==> config.mk <==
export PLATFORM = sky130hd
export DESIGN_NAME = wb_ctrl
export DESIGN_NICKNAME = d
export VERILOG_FILES = /design/src/rtl/wb_ctrl.sv
export SDC_FILE = /design/constraint.sdc
export NUM_CORES = 1
export LEC_CHECK = 0
export CAP_MARGIN = 20
export CORE_MARGIN = 2
export CORE_UTILIZATION = 50
export CTS_CLUSTER_SIZE = 30
export DETAILED_ROUTE_END_ITERATION = 6
export DONT_BUFFER_PORTS = 1
export HOLD_SLACK_MARGIN = 0.15
export PLACE_DENSITY_LB_ADDON = 0.3
export SLEW_MARGIN = 20
export SYNTH_ARGS = -nofsm -noshare
export SYNTH_HDL_FRONTEND = slang
export SYNTH_SLANG_ARGS = --single-unit
export TNS_END_PERCENT = 50
==> constraint.sdc <==
create_clock -name clk -period 9 [get_ports clk]
set_input_delay 1.8 -clock clk [delete_from_list [all_inputs] [get_ports clk]]
set_output_delay 1.8 -clock clk [all_outputs]
set_load 0.05 [all_outputs]
==> src/rtl/wb_ctrl.sv <==
// Writeback controller: merges single-cycle EX results with buffered long-latency results onto the register-file write port.
// Optional macro WB_LU_BYPASS_EN lets an LU result skip the empty FIFO and write one edge after its handshake.
module wb_ctrl #(
  parameter int FIFO_DEPTH = 2,
  parameter int STARVE_MAX = 4
) (
  input  logic        clk,
  input  logic        rst,
  input  logic        ex_wen_i,
  input  logic [4:0]  ex_waddr_i,
  input  logic [31:0] ex_wdata_i,
  input  logic        lu_valid_i,
  output logic        lu_ready_o,
  input  logic [4:0]  lu_waddr_i,
  input  logic [31:0] lu_wdata_i,
  output logic        reg_wen_o,
  output logic [4:0]  reg_waddr_o,
  output logic [31:0] reg_wdata_o,
  output logic        ex_stall_o,
  output logic        busy_o
);

  localparam int AW = (FIFO_DEPTH > 1) ? $clog2(FIFO_DEPTH) : 1;
  localparam int CW = AW + 1;
  localparam int SW = $clog2(STARVE_MAX + 1);
  localparam logic [CW-1:0] DEPTH_C = CW'(FIFO_DEPTH);
  localparam logic [SW-1:0] SMAX_C  = SW'(STARVE_MAX);

  logic [AW-1:0] wr_ptr_q, wr_ptr_d;
  logic [AW-1:0] rd_ptr_q, rd_ptr_d;
  logic [CW-1:0] count_q, count_d;
  logic [SW-1:0] starve_q, starve_d;
  logic [4:0]    fifo_addr_q [FIFO_DEPTH];
  logic [4:0]    fifo_addr_d [FIFO_DEPTH];
  logic [31:0]   fifo_data_q [FIFO_DEPTH];
  logic [31:0]   fifo_data_d [FIFO_DEPTH];
  logic          reg_wen_q, reg_wen_d;
  logic [4:0]    reg_waddr_q, reg_waddr_d;
  logic [31:0]   reg_wdata_q, reg_wdata_d;

  logic fifo_empty;
  logic fifo_full;
  logic ex_req;
  logic ex_win;
  logic pop;
  logic lu_take;
  logic bypass;
  logic push;

  assign fifo_empty  = (count_q == CW'(0));
  assign fifo_full   = (count_q == DEPTH_C);
  assign lu_ready_o  = !fifo_full;
  assign ex_stall_o  = (starve_q == SMAX_C);
  assign busy_o      = !fifo_empty;
  assign reg_wen_o   = reg_wen_q;
  assign reg_waddr_o = reg_waddr_q;
  assign reg_wdata_o = reg_wdata_q;

  // Arbitration, FIFO bookkeeping and starvation tracking for the next edge.
  always_comb begin
    wr_ptr_d    = wr_ptr_q;
    rd_ptr_d    = rd_ptr_q;
    count_d     = count_q;
    starve_d    = starve_q;
    fifo_addr_d = fifo_addr_q;
    fifo_data_d = fifo_data_q;
    reg_wen_d   = 1'b0;
    reg_waddr_d = reg_waddr_q;
    reg_wdata_d = reg_wdata_q;

    // Writes to x0 are dropped at the source; the LU handshake still completes.
    ex_req  = ex_wen_i && (ex_waddr_i != 5'd0);
    ex_win  = ex_req && !ex_stall_o;
    pop     = !ex_win && !fifo_empty;
    lu_take = lu_valid_i && lu_ready_o && (lu_waddr_i != 5'd0);
`ifdef WB_LU_BYPASS_EN
    bypass  = lu_take && fifo_empty && !ex_win;
`else
    bypass  = 1'b0;
`endif
    push    = lu_take && !bypass;

    if (ex_win) begin
      reg_wen_d   = 1'b1;
      reg_waddr_d = ex_waddr_i;
      reg_wdata_d = ex_wdata_i;
    end else if (pop) begin
      reg_wen_d   = 1'b1;
      reg_waddr_d = fifo_addr_q[rd_ptr_q];
      reg_wdata_d = fifo_data_q[rd_ptr_q];
    end else if (bypass) begin
      reg_wen_d   = 1'b1;
      reg_waddr_d = lu_waddr_i;
      reg_wdata_d = lu_wdata_i;
    end else begin
      reg_wen_d   = 1'b0;
    end

    if (push) begin
      fifo_addr_d[wr_ptr_q] = lu_waddr_i;
      fifo_data_d[wr_ptr_q] = lu_wdata_i;
      wr_ptr_d              = wr_ptr_q + AW'(1);
    end else begin
      wr_ptr_d              = wr_ptr_q;
    end

    if (pop) begin
      rd_ptr_d = rd_ptr_q + AW'(1);
    end else begin
      rd_ptr_d = rd_ptr_q;
    end

    case ({push, pop})
      2'b10:   count_d = count_q + CW'(1);
      2'b01:   count_d = count_q - CW'(1);
      default: count_d = count_q;
    endcase

    // The head only loses to EX, so a non-empty cycle without a pop is a lost cycle.
    if (pop || fifo_empty) begin
      starve_d = SW'(0);
    end else if (ex_win && (starve_q != SMAX_C)) begin
      starve_d = starve_q + SW'(1);
    end else begin
      starve_d = starve_q;
    end
  end

  // State registers; reset drops any buffered results without writing them.
  always_ff @(posedge clk or posedge rst) begin
    if (rst) begin
      wr_ptr_q    <= AW'(0);
      rd_ptr_q    <= AW'(0);
      count_q     <= CW'(0);
      starve_q    <= SW'(0);
      reg_wen_q   <= 1'b0;
      reg_waddr_q <= 5'd0;
      reg_wdata_q <= 32'd0;
      for (int i = 0; i < FIFO_DEPTH; i++) begin
        fifo_addr_q[i] <= 5'd0;
        fifo_data_q[i] <= 32'd0;
      end
    end else begin
      wr_ptr_q    <= wr_ptr_d;
      rd_ptr_q    <= rd_ptr_d;
      count_q     <= count_d;
      starve_q    <= starve_d;
      reg_wen_q   <= reg_wen_d;
      reg_waddr_q <= reg_waddr_d;
      reg_wdata_q <= reg_wdata_d;
      fifo_addr_q <= fifo_addr_d;
      fifo_data_q <= fifo_data_d;
    end
  end

endmodule

# --- Word-level counts from Yosys, hierarchy flattened ---
# Index checks and enable logic that the tools add are counted.
word_totals:
  inputBits: 78
  word_cells: 65
  out_inout_bits: 41
  ff_bits: 119
classes:
  muxes: 21
  n_addsub: 5
  n_reduce_logical: 18
  order_cmp: 3
  n_bitwise: 2
  n_eq_ne: 5
op_table:
  columns: ["operator", "count"]
  rows:
  - ["two-way mux 32 bit", 6]
  - ["bitwise mux 64 bit", 1]
  - ["demux 32 bit (select 1 bit)", 1]
  - ["two-way mux 5 bit", 6]
  - ["bitwise mux 10 bit", 1]
  - ["nonzero test 5 bit", 2]
  - ["logical AND 1 bit", 7]
  - ["two-way mux 3 bit", 2]
  - ["nonzero test 2 bit", 3]
  - ["demux 5 bit (select 1 bit)", 1]
  - ["equality test 2 bit (second input constant)", 2]
  - [">= comparator 2 bit (second input constant)", 2]
  - ["logical NOT 1 bit", 4]
  - ["NOT 1 -> 2 bit", 2]
  - ["case mux 2 bit (2 select lines)", 1]
  - ["adder 3 x 1 -> 3 bit (second input constant)", 1]
  - ["equality test 3 bit (second input constant)", 1]
  - ["inequality test 3 bit (second input constant)", 1]
  - ["adder 1 bit (second input constant)", 2]
  - ["adder 2 x 1 -> 2 bit (second input constant)", 1]
  - ["equality test 2 x 1 -> 1 bit (second input constant)", 1]
  - ["logical NOT 2 bit", 1]
  - ["< comparator 2 x 1 -> 1 bit (second input constant)", 1]
  - ["two-way mux 1 bit", 2]
  - ["other kinds (2)", 2]

# --- Depth between registers and ports, before layout ---
# Gate-level depths: netlist of run 1.
depth:
  word_depth: 7
  ltp_mapped: 10
  ltp_nobuf: 9

# --- Least setup slack after synthesis of run 1 ---
# Ideal clock, no wire load.
synth_path:
  kind: "input-to-reg"
  start: "input port ex_waddr_i[1]"
  end: "register count_q[1]"
  path_stages: 7
  t_required_ns: 8.921
  arrival_ns: 3.339
  setup_time_ns: 0.079
  setup_slack_ns: 5.582
  path_buffers: 1
  cell_sequence: "or4_1 o21a_1 clkbuf_1 nor2_1 ha_1 nor2_1 xor2_1"
synth_via:
  elab_chain_cells: 7
  elab_cells_between_ends: 9
  cone_classes: "2 x eq/ne; 1 x mux; 6 x reduce/logical"
synth_rtl:
  columns: ["element", "line_no", "rtl"]
  rows:
  - ["start: declaration", "10", "input logic [4:0] ex_waddr_i,"]
  - ["nonzero test 5 bit (*)", "72", "ex_req = ex_wen_i && (ex_waddr_i != 5'd0);"]
  - ["logical AND 1 bit (*)", "72", null]
  - ["logical AND 1 bit (*)", "73", "ex_win = ex_req && !ex_stall_o;"]
  - ["logical NOT 1 bit (*)", "74", "pop = !ex_win && !fifo_empty;"]
  - ["logical AND 1 bit (*)", "74", null]
  - ["named net pop", "45", "logic pop;"]
  - ["equality test 2 x 1 -> 1 bit / equality test 2 bit (equally long branches)", "113", "case ({push, pop})"]
  - ["case mux 2 bit (2 select lines) / nonzero test 2 bit (equally long branches)", null, null]
  - ["end signal: assignment", "146", "count_q <= count_d;"]
  - ["end: declaration", "31", "logic [CW-1:0] count_q, count_d;"]
# The timed path passes the listed nets; every way through them passes the cells marked *.
# A chain may end at the register's enable or synchronous reset.

# --- Worst setup path after layout of run 1 ---
layout_path:
  start: "input port ex_wen_i"
  end: "register count_q[1]"
layout_via:
  elab_chain_cells: 6
  elab_cells_between_ends: 8
  cone_classes: "2 x eq/ne; 1 x mux; 5 x reduce/logical"
layout_rtl:
  columns: ["element", "line_no", "rtl"]
  rows:
  - ["start: declaration", "9", "input logic ex_wen_i,"]
  - ["logical AND 1 bit (*)", "72", null]
  - ["logical AND 1 bit (*)", "73", null]
  - ["logical NOT 1 bit (*)", "74", null]
  - ["logical AND 1 bit (*)", "74", null]
  - ["named net pop", "45", null]
  - ["equality test 2 x 1 -> 1 bit / equality test 2 bit (equally long branches)", "113", null]
  - ["case mux 2 bit (2 select lines) / nonzero test 2 bit (equally long branches)", null, null]
# Marks and branches as above.

==> results of run 1 <==
==> report_power, final <==
group | total [mW] | switching, mW | leakage [nW] | internal [mW]
logic | 0.716 | 0.354 | 0.936 | 0.362
clock network | 0.588 | 0.216 | 0.259 | 0.372
registers | 1.23 | 0.442 | 1.42 | 0.792
total | 2.54 | 1.01 | 2.61 | 1.53
==> cells by family after synthesis <==
| group | count (synthesis) | share of synthesized area |
|---|---|---|
| AOI/OAI and AO/OA | 77 | 0.0769 |
| xor gates and xnor gates | 5 | 0.00846 |
| adders and majority gates | 3 | 0.00725 |
| buffers and inverters | 32 | 0.0297 |
| DFF | 119 | 0.575 |
| muxes | 111 | 0.233 |
| and+or+nand+nor | 89 | 0.0699 |
==> through the flow <==
step                      instance area [µm²]   util  hold WS (ns)
after floorplan                          5180      -         0.446
after global placement                   5260  0.517         0.459
after detailed placement                 5290  0.519         0.480
after CTS                                5810  0.570         0.492
after global routing                     5840  0.573         0.495
final                                    5840  0.573         0.487
==> worst max-delay path, cell delays in order <==
cell and delay [ns]:
a21boi_0 0.46, o21a_2 0.22, buf_4 0.50, nor2_1 0.15, ha_1 0.37, nor2_1 0.14, xor2_1 0.17
==> sequential cells by signal (all words and copies together), names as in the netlist <==
signal and flops:
reg_waddr_o 5, wr_ptr_q 1, rd_ptr_q 1, fifo_data_q 64
fifo_addr_q 10, count_q 2, reg_wdata_o 32, starve_q 3
reg_wen_o 1
==> synth_stat cells <==
cell type | instances | area share
or4_1 | 2 | 0.0029
nand2_1 | 39 | 0.028
o21ai_0 | 37 | 0.036
inv_1 | 5 | 0.0036
and2_1 | 1 | 0.0012
xor2_1 | 3 | 0.0051
o211ai_2 | 1 | 0.0024
nor2_1 | 40 | 0.029
mux2_1 | 20 | 0.044
and3_1 | 3 | 0.0036
buf_6 | 3 | 0.0065
a21oi_1 | 37 | 0.036
buf_1 | 1 | 0.00072
ha_1 | 3 | 0.0073
clkbuf_1 | 16 | 0.012
mux2_2 | 54 | 0.12
buf_2 | 6 | 0.0058
mux2i_1 | 37 | 0.072
dfrtp_1 | 119 | 0.58
buf_4 | 1 | 0.0015
xnor2_1 | 2 | 0.0034
nand2b_1 | 3 | 0.0036
nor2_2 | 1 | 0.0012
o21a_1 | 1 | 0.0015
a21boi_0 | 1 | 0.0015
==> final cells by class <==
type                            instances  area (µm²)  share of cell area
Clock buffer                           28         505              0.0866
Clock inverter                          3        15.0             0.00257
Inverter                                5        21.3             0.00364
Multi-Input combinational cell        285        2060               0.353
Sequential cell                       119        2980               0.510
Tap cell                              136         170              0.0292
Timing Repair Buffer                    6        85.1              0.0146
==> how the worst min path moves through the flow <==
stage	to	depth (start not counted)	startpoint
4_1_cts	fifo_data_q[37]	1	fifo_data_q[37]
5_1_grt	fifo_data_q[37]	1	fifo_data_q[37]
3_3_place_gp	wr_ptr_q	2	wr_ptr_q
6_report	fifo_data_q[33]	1	fifo_data_q[33]
2_1_floorplan	wr_ptr_q	2	wr_ptr_q
3_5_place_dp	fifo_data_q[37]	1	fifo_data_q[37]
==> placed cells by master, fill, tap and decap left out <==
cell type,netlist,layout
dfrtp_1,119,118
mux2_2,54,54
nor2_1,40,39
nand2_1,39,39
mux2i_1,37,37
a21oi_1,37,37
o21ai_0,37,37
mux2_1,20,20
clkbuf_16,0,16
clkbuf_8,0,6
clkbuf_1,16,6
inv_1,5,4
buf_4,1,4
and3_1,3,3
xor2_1,3,3
ha_1,3,3
clkinv_2,0,3
or4_1,2,2
nand2b_1,3,2
nor2_4,0,2
xnor2_1,2,2
buf_16,0,2
o211ai_2,1,1
nand2b_2,0,1
a21boi_0,1,1
o21a_2,0,1
and2_1,1,1
inv_4,0,1
dfrtp_2,0,1
==> layer usage <==
metal / track usage / vias up / wire (µm)
met5: 0 / - / 0
met4: 0.0818 / 0 / 200
met3: 0.0668 / 16 / 599
met2: 0.317 / 70 / 4790
met1: 0.217 / 1596 / 4170
li1: - / 1503 / -
==> impl_metrics.json, run 1 <==
{
  "drt-pass1-iter-count": 5,
  "grt-ovfl-total": 0,
  "drt-initial-drc-count": 104,
  "hp-class": "flop to flop",
  "clock-sinks": 119,
  "crit_type": "input pin to flop",
  "startpoint": "ex_wen_i",
  "worstPathArrival_ns": 3.82,
  "insertion_delay_ns": 0.51,
  "path_clk_slew_ns": 0.05,
  "grt_pass1_wl_mm": 16.4,
  "ir_drop_mv": 0.196,
  "ioPinCount": 119,
  "hold_viol_final": 0,
  "required_ns": 9.43,
  "worstSetupEndpointType": "flop",
  "synth_warnings": 0,
  "fmax_mhz": 294,
  "r2r_slack_ns": 6.26,
  "cap_viol_max_count": 0,
  "ctsRootBufferMaster": "clkbuf_8",
  "drtAntennaViolNets": 0,
  "post-place-cells": 550,
  "viasPerCell": 5.47,
  "preCtsSetupSlack_ns": 4.91,
  "fill_cells": 850,
  "avgSynthCellArea_um2": 11.9,
  "rows": 37,
  "cts_hold_buf": 0,
  "post_cts_buffers": 0,
  "core_area_um2": 10200,
  "hpwl_mm": 6.35,
  "seq_area_frac_synth": 0.575,
  "yosysUniqueCellTypes": 25,
  "grt_use_total": 0.188,
  "place.gp.congestion": 0.719,
  "syn_area_um2": 5180,
  "synth-seq-cells": 119,
  "numCtsBuffers": 17,
  "tns_ns": 0,
  "power.leakage_nw": 2.61,
  "diodes": 0,
  "routed_wl_mm": 9.76,
  "cts_max_level": 4,
  "reg2reg_to": "count_q[1]",
  "r2r_start": "starve_q[0]",
  "rsz0062_at_grt": "false",
  "r2r_cells": 9,
  "grt_pass1_vias": 3383,
  "drt-wirelength-per-cell_um": 16.8,
  "syn_to_final_growth_pct": 12.8,
  "numPortBuffers": 0,
  "min_period_over_period": 0.377,
  "endpoint": "count_q[1]",
  "die_area_um2": 11200,
  "worst_slack_ns": 5.60,
  "antenna_found_initial": 0,
  "vias": 3185,
  "drv_slew": 0,
  "crit_fanout": 74,
  "drc": 0,
  "clockBufferDepth": 2,
  "grt_max_degree": 77,
  "fin_skew_ns": 0.00439,
  "syn_nets": 517,
  "fin_cells": 582,
  "relSlewSlack": 0.492,
  "initial_core_util": 0.508,
  "setup_viol": 0,
  "cts_tree": "done",
  "tightest_slew_ns": 0.761,
  "syn_inst": 436,
  "cts.repair.resized": 0,
  "power.density_nw_per_um2": 435,
  "finalNetCount": 515,
  "period_minus_slack_ns": 3.40,
  "die_h_um": 106,
  "status": "finished clean",
  "cp-start-kind": "input pin",
  "die_w_um": 106,
  "total_power_mw": 2.54,
  "drive_gt1_frac": 0.206
}
Note: power is estimated with default switching activity, not from simulation.
==> run 2: changes to the inputs <==
- clock period: 9 -> 3.04 ns (I/O delays scaled with it)
==> run 2 against run 1 <==
Sequential share of layout area down 0.80 points. First-iteration DRC count rose by 83%. Combinational power increased to 3.0 times the previous value. Clock skew rose by 0.0052 ns. Design area increased by 1.6%. Global-route usage up 0.82 points. Final cell count rose by 0.69%. Clock power increased to 3.5 times the previous value. Register-to-register slack got worse by 5.5 ns. Wire length is 5.5% higher. Count of clock-buffer cells in the layout fell by 5.
==> impl_metrics.json, run 2 (same netlist as run 1, synthesis figures left out) <==
{
  "status": "finished clean",
  "cap_viol_max_count": 0,
  "r2r_cells": 6,
  "initial_core_util": 0.508,
  "r2r_start": "starve_q[0]",
  "syn_to_final_growth_pct": 14.6,
  "power.density_nw_per_um2": 1320,
  "die_w_um": 106,
  "final_common_cell": "dfrtp_1",
  "reg2reg_to": "reg_wdata_o[26]",
  "drt-pass1-iter-count": 4,
  "ctsRootBufferMaster": "clkbuf_8",
  "drt-initial-drc-count": 190,
  "period_minus_slack_ns": 2.34,
  "min_period_over_period": 0.771,
  "grt_use_total": 0.196,
  "clockBufferDepth": 2,
  "rows": 37,
  "required_ns": 2.43,
  "cts_tree": "done",
  "post_cts_buffers": 0,
  "fmax_mhz": 427,
  "finalNetCount": 518,
  "final_cell_mix": "dfrtp_1, mux2_2, nor2_1, nand2_1",
  "power.leakage_nw": 2.65,
  "numPortBuffers": 0,
  "worstPathArrival_ns": 1.73,
  "cp-start-kind": "flop",
  "grt-ovfl-total": 0,
  "path_clk_slew_ns": 0.05,
  "fin_skew_ns": 0.00955,
  "ioPinCount": 119,
  "antenna_found_initial": 0,
  "cts.repair.resized": 0,
  "diodes": 0,
  "total_power_mw": 7.85,
  "vias": 3176,
  "endpoint": "busy_o",
  "ir_drop_mv": 0.662,
  "cts_hold_buf": 0,
  "drive_gt1_frac": 0.218,
  "numCtsBuffers": 17,
  "grt_pass1_wl_mm": 17.0,
  "largest_reg_flops": 64,
  "hpwl_mm": 6.35,
  "drc": 0,
  "core_area_um2": 10200,
  "relSlewSlack": 0.560,
  "viasPerCell": 5.42,
  "die_h_um": 106,
  "drtAntennaViolNets": 0,
  "place.gp.congestion": 0.716,
  "largest_register": "fifo_data_q",
  "drt-wirelength-per-cell_um": 17.6,
  "rsz0062_at_grt": "false",
  "drv_slew": 0,
  "hold_viol_final": 0,
  "grt_max_degree": 120,
  "crit_type": "flop to primary output",
  "crit_fanout": 31,
  "insertion_delay_ns": 0.51,
  "cts_max_level": 4,
  "clock-sinks": 119,
  "tns_ns": 0,
  "startpoint": "count_q[0]",
  "routed_wl_mm": 10.3,
  "setup_viol": 0,
  "grt_pass1_vias": 3434,
  "hp-class": "input pin to async pin",
  "tightest_slew_ns": 0.658,
  "worstSetupEndpointType": "primary output",
  "r2r_slack_ns": 0.74,
  "die_area_um2": 11200
}
[run 2: cell count changes in the layout (fill, tap and decap cells not counted), sizes merged]
cell      delta
clkbuf       -5
bufinv       +4
buf          +3
clkinvlp     +2
clkinv       +1
inv          -1
[run 2: area by class of cell]
cell class	count	area (µm²)
fill	837	4260
sequential	119	2980
multi-input combinational	285	2060
clock buffer	23	457
tap	136	170
clock inverter	9	148
timing repair buffer	9	92.6
inverter	5	22.5
[run 2: power by group]
group	switching, mW	internal (mW)	leakage, nW	total [mW]
clock	0.670	1.37	0.296	2.04
sequential	1.31	2.34	1.42	3.65
combinational	1.08	1.08	0.939	2.16
total	3.06	4.79	2.65	7.85
[run 2: worst max-delay path: stages (launching register included)]
cell	delay [ns]
dfrtp_1	0.44
nor2_4	0.14
buf_4	0.31
inv_1	0.32
[run 2: layer usage]
| metal | up-vias | global-route usage | routed length, µm |
|---|---|---|---|
| met5 | - | 0 | 0 |
| met4 | 0 | 0.0677 | 98 |
| met3 | 8 | 0.0792 | 626 |
| met2 | 76 | 0.316 | 5030 |
| met1 | 1587 | 0.241 | 4540 |
| li1 | 1505 | - | - |
[run 2: metrics by stage]
stage	instances	setup slack, ns	hold slack (ns)	area [µm²]	util
after detailed placement	554	0.599	0.468	5330	0.523
after CTS	586	0.659	0.176	5930	0.582
after global placement	554	0.649	0.462	5330	0.523
after floorplan	436	0.814	0.446	5180	-
final	586	0.698	0.156	5930	0.582
after global routing	586	0.523	0.175	5930	0.582
[run 2: worst min-delay path by stage]
stage	depth (start not counted)	startpoint	end
floorplan	2	wr_ptr_q	wr_ptr_q
global placement	2	wr_ptr_q	wr_ptr_q
detailed placement	2	wr_ptr_q	wr_ptr_q
CTS	2	rst	reg_wdata_o[15]
global route	2	rst	fifo_data_q[11]
finish	2	rst	reg_wdata_o[15]
==> run 3: changes to the inputs <==
- clock period: 3.04 -> 2.25 ns (I/O delays scaled with it)
==> run 3 against run 2 <==
Utilization rose by 8.6 points. First-iteration DRC count is 11% higher. Clock skew grew 0.0059 ns. Sequential power grew 34%. Largest power group unchanged. Highest routed layer unchanged.
==> impl_metrics.json, run 3 (same netlist as run 1, synthesis figures left out) <==
{
  "cts_max_level": 4,
  "min_period_over_period": 0.935,
  "finalNetCount": 597,
  "power.density_nw_per_um2": 1620,
  "cap_viol_max_count": 0,
  "ctsRootBufferMaster": "clkbuf_8",
  "rows": 37,
  "period_minus_slack_ns": 2.10,
  "drt-pass1-iter-count": 4,
  "total_power_mw": 11.0,
  "tightest_slew_ns": 0.618,
  "multi_input_area_um2": 2060,
  "grt_max_degree": 74,
  "grt_pass1_wl_mm": 18.2,
  "post_cts_buffers": 0,
  "vias": 3520,
  "diodes": 0,
  "ioPinCount": 119,
  "drt-wirelength-per-cell_um": 16.3,
  "die_w_um": 106,
  "clock-sinks": 119,
  "final_cell_mix": "dfrtp_1, dlygate4sd3_1, mux2_2",
  "largest_register": "fifo_data_q",
  "cts_tree": "done",
  "numPortBuffers": 0,
  "cp-start-kind": "flop",
  "required_ns": 1.80,
  "numCtsBuffers": 17,
  "place.gp.congestion": 0.729,
  "r2r_cells": 7,
  "crit_fanout": 14,
  "insertion_delay_ns": 0.51,
  "relSlewSlack": 0.588,
  "worstSetupEndpointType": "primary output",
  "tns_ns": 0,
  "fill_cells": 764,
  "endpoint": "busy_o",
  "die_h_um": 106,
  "drv_slew": 0,
  "core_area_um2": 10200,
  "r2r_slack_ns": 0.27,
  "ir_drop_mv": 0.976,
  "hold_viol_final": 0,
  "viasPerCell": 5.29,
  "initial_core_util": 0.508,
  "antenna_found_initial": 0,
  "hp-class": "input pin to flop",
  "hpwl_mm": 6.66,
  "fmax_mhz": 476,
  "setup_viol": 0,
  "die_area_um2": 11200,
  "fin_skew_ns": 0.0154,
  "power.leakage_nw": 3.03,
  "clockBufferDepth": 2,
  "syn_to_final_growth_pct": 31.5,
  "reg2reg_to": "reg_wdata_o[9]",
  "startpoint": "count_q[0]",
  "drt-initial-drc-count": 211,
  "rsz0062_at_grt": "false",
  "seq_area_um2": 2980,
  "grt_pass1_vias": 3753,
  "final_common_cell": "dfrtp_1",
  "r2r_start": "starve_q[0]",
  "utilization": 0.669,
  "largest_reg_flops": 64,
  "worstPathArrival_ns": 1.65,
  "routed_wl_mm": 10.8,
  "crit_type": "flop to primary output",
  "drive_gt1_frac": 0.191,
  "grt_use_total": 0.209,
  "status": "finished clean",
  "cts.repair.resized": 0,
  "drc": 0,
  "drtAntennaViolNets": 0,
  "grt-ovfl-total": 0,
  "path_clk_slew_ns": 0.06
}
run 3: changes by cell type in the layout (fill, tap and decap cells not counted):
cell,change
buf_12,+4
buf_16,+1
buf_4,-1
bufinv_16,+2
clkbuf_1,+1
clkbuf_8,-2
clkinvlp_4,-1
dlygate4sd3_1,+75
run 3: worst max-delay path, stage by stage, from the launching register on:
cell and delay (ns):
dfrtp_1 0.37, buf_4 0.15, nor2_4 0.29, inv_1 0.32
run 3: per-layer routing:
layer	vias to the layer above	track usage	wire length (µm)
met5	-	0	0
met4	0	0.0893	160
met3	14	0.0625	414
met2	78	0.350	5560
met1	1761	0.252	4710
li1	1667	-	-
run 3: final cells by class:
class / count / share of cell area
Sequential cell: 119 / 0.438
Multi-Input combinational cell: 285 / 0.303
Timing Repair Buffer: 88 / 0.139
Clock buffer: 22 / 0.0636
Clock inverter: 10 / 0.0294
Tap cell: 136 / 0.0250
Inverter: 5 / 0.00331
run 3: worst min-delay path by stage:
stage          cells after the start              end  startpoint  slack [ns]
2_1_floorplan                      2         wr_ptr_q    wr_ptr_q        0.45
3_3_place_gp                       1  reg_wdata_o[15]         rst        0.28
3_5_place_dp                       1  reg_wdata_o[15]         rst        0.28
4_1_cts                            3         wr_ptr_q  lu_valid_i        0.18
5_1_grt                            3         wr_ptr_q  lu_valid_i        0.21
6_report                           3         wr_ptr_q  lu_valid_i        0.21
run 3: timing repair:
item | CTS | global route
setup endpoints to repair | 0 | 0
endpoints found under the hold margin | 230 | 0
hold buffers | 75 | 0
run 3: report_power, final:
part	leakage [nW]	total [mW]	internal [mW]	switching, mW
logic	1.30	3.21	1.65	1.57
clock network	0.311	2.91	2.01	0.900
registers	1.42	4.89	3.17	1.72
run 3: stage by stage:
stage | setup WS [ns] | cells | instance area, µm² | hold slack [ns]
CTS | 0.0883 | 665 | 6810 | 0.181
floorplan | 0.0944 | 436 | 5180 | 0.446
finish | 0.147 | 665 | 6810 | 0.214
global placement | 0.0773 | 557 | 5400 | 0.276
detailed placement | 0.0304 | 558 | 5430 | 0.277
global route | 0.0162 | 665 | 6810 | 0.205
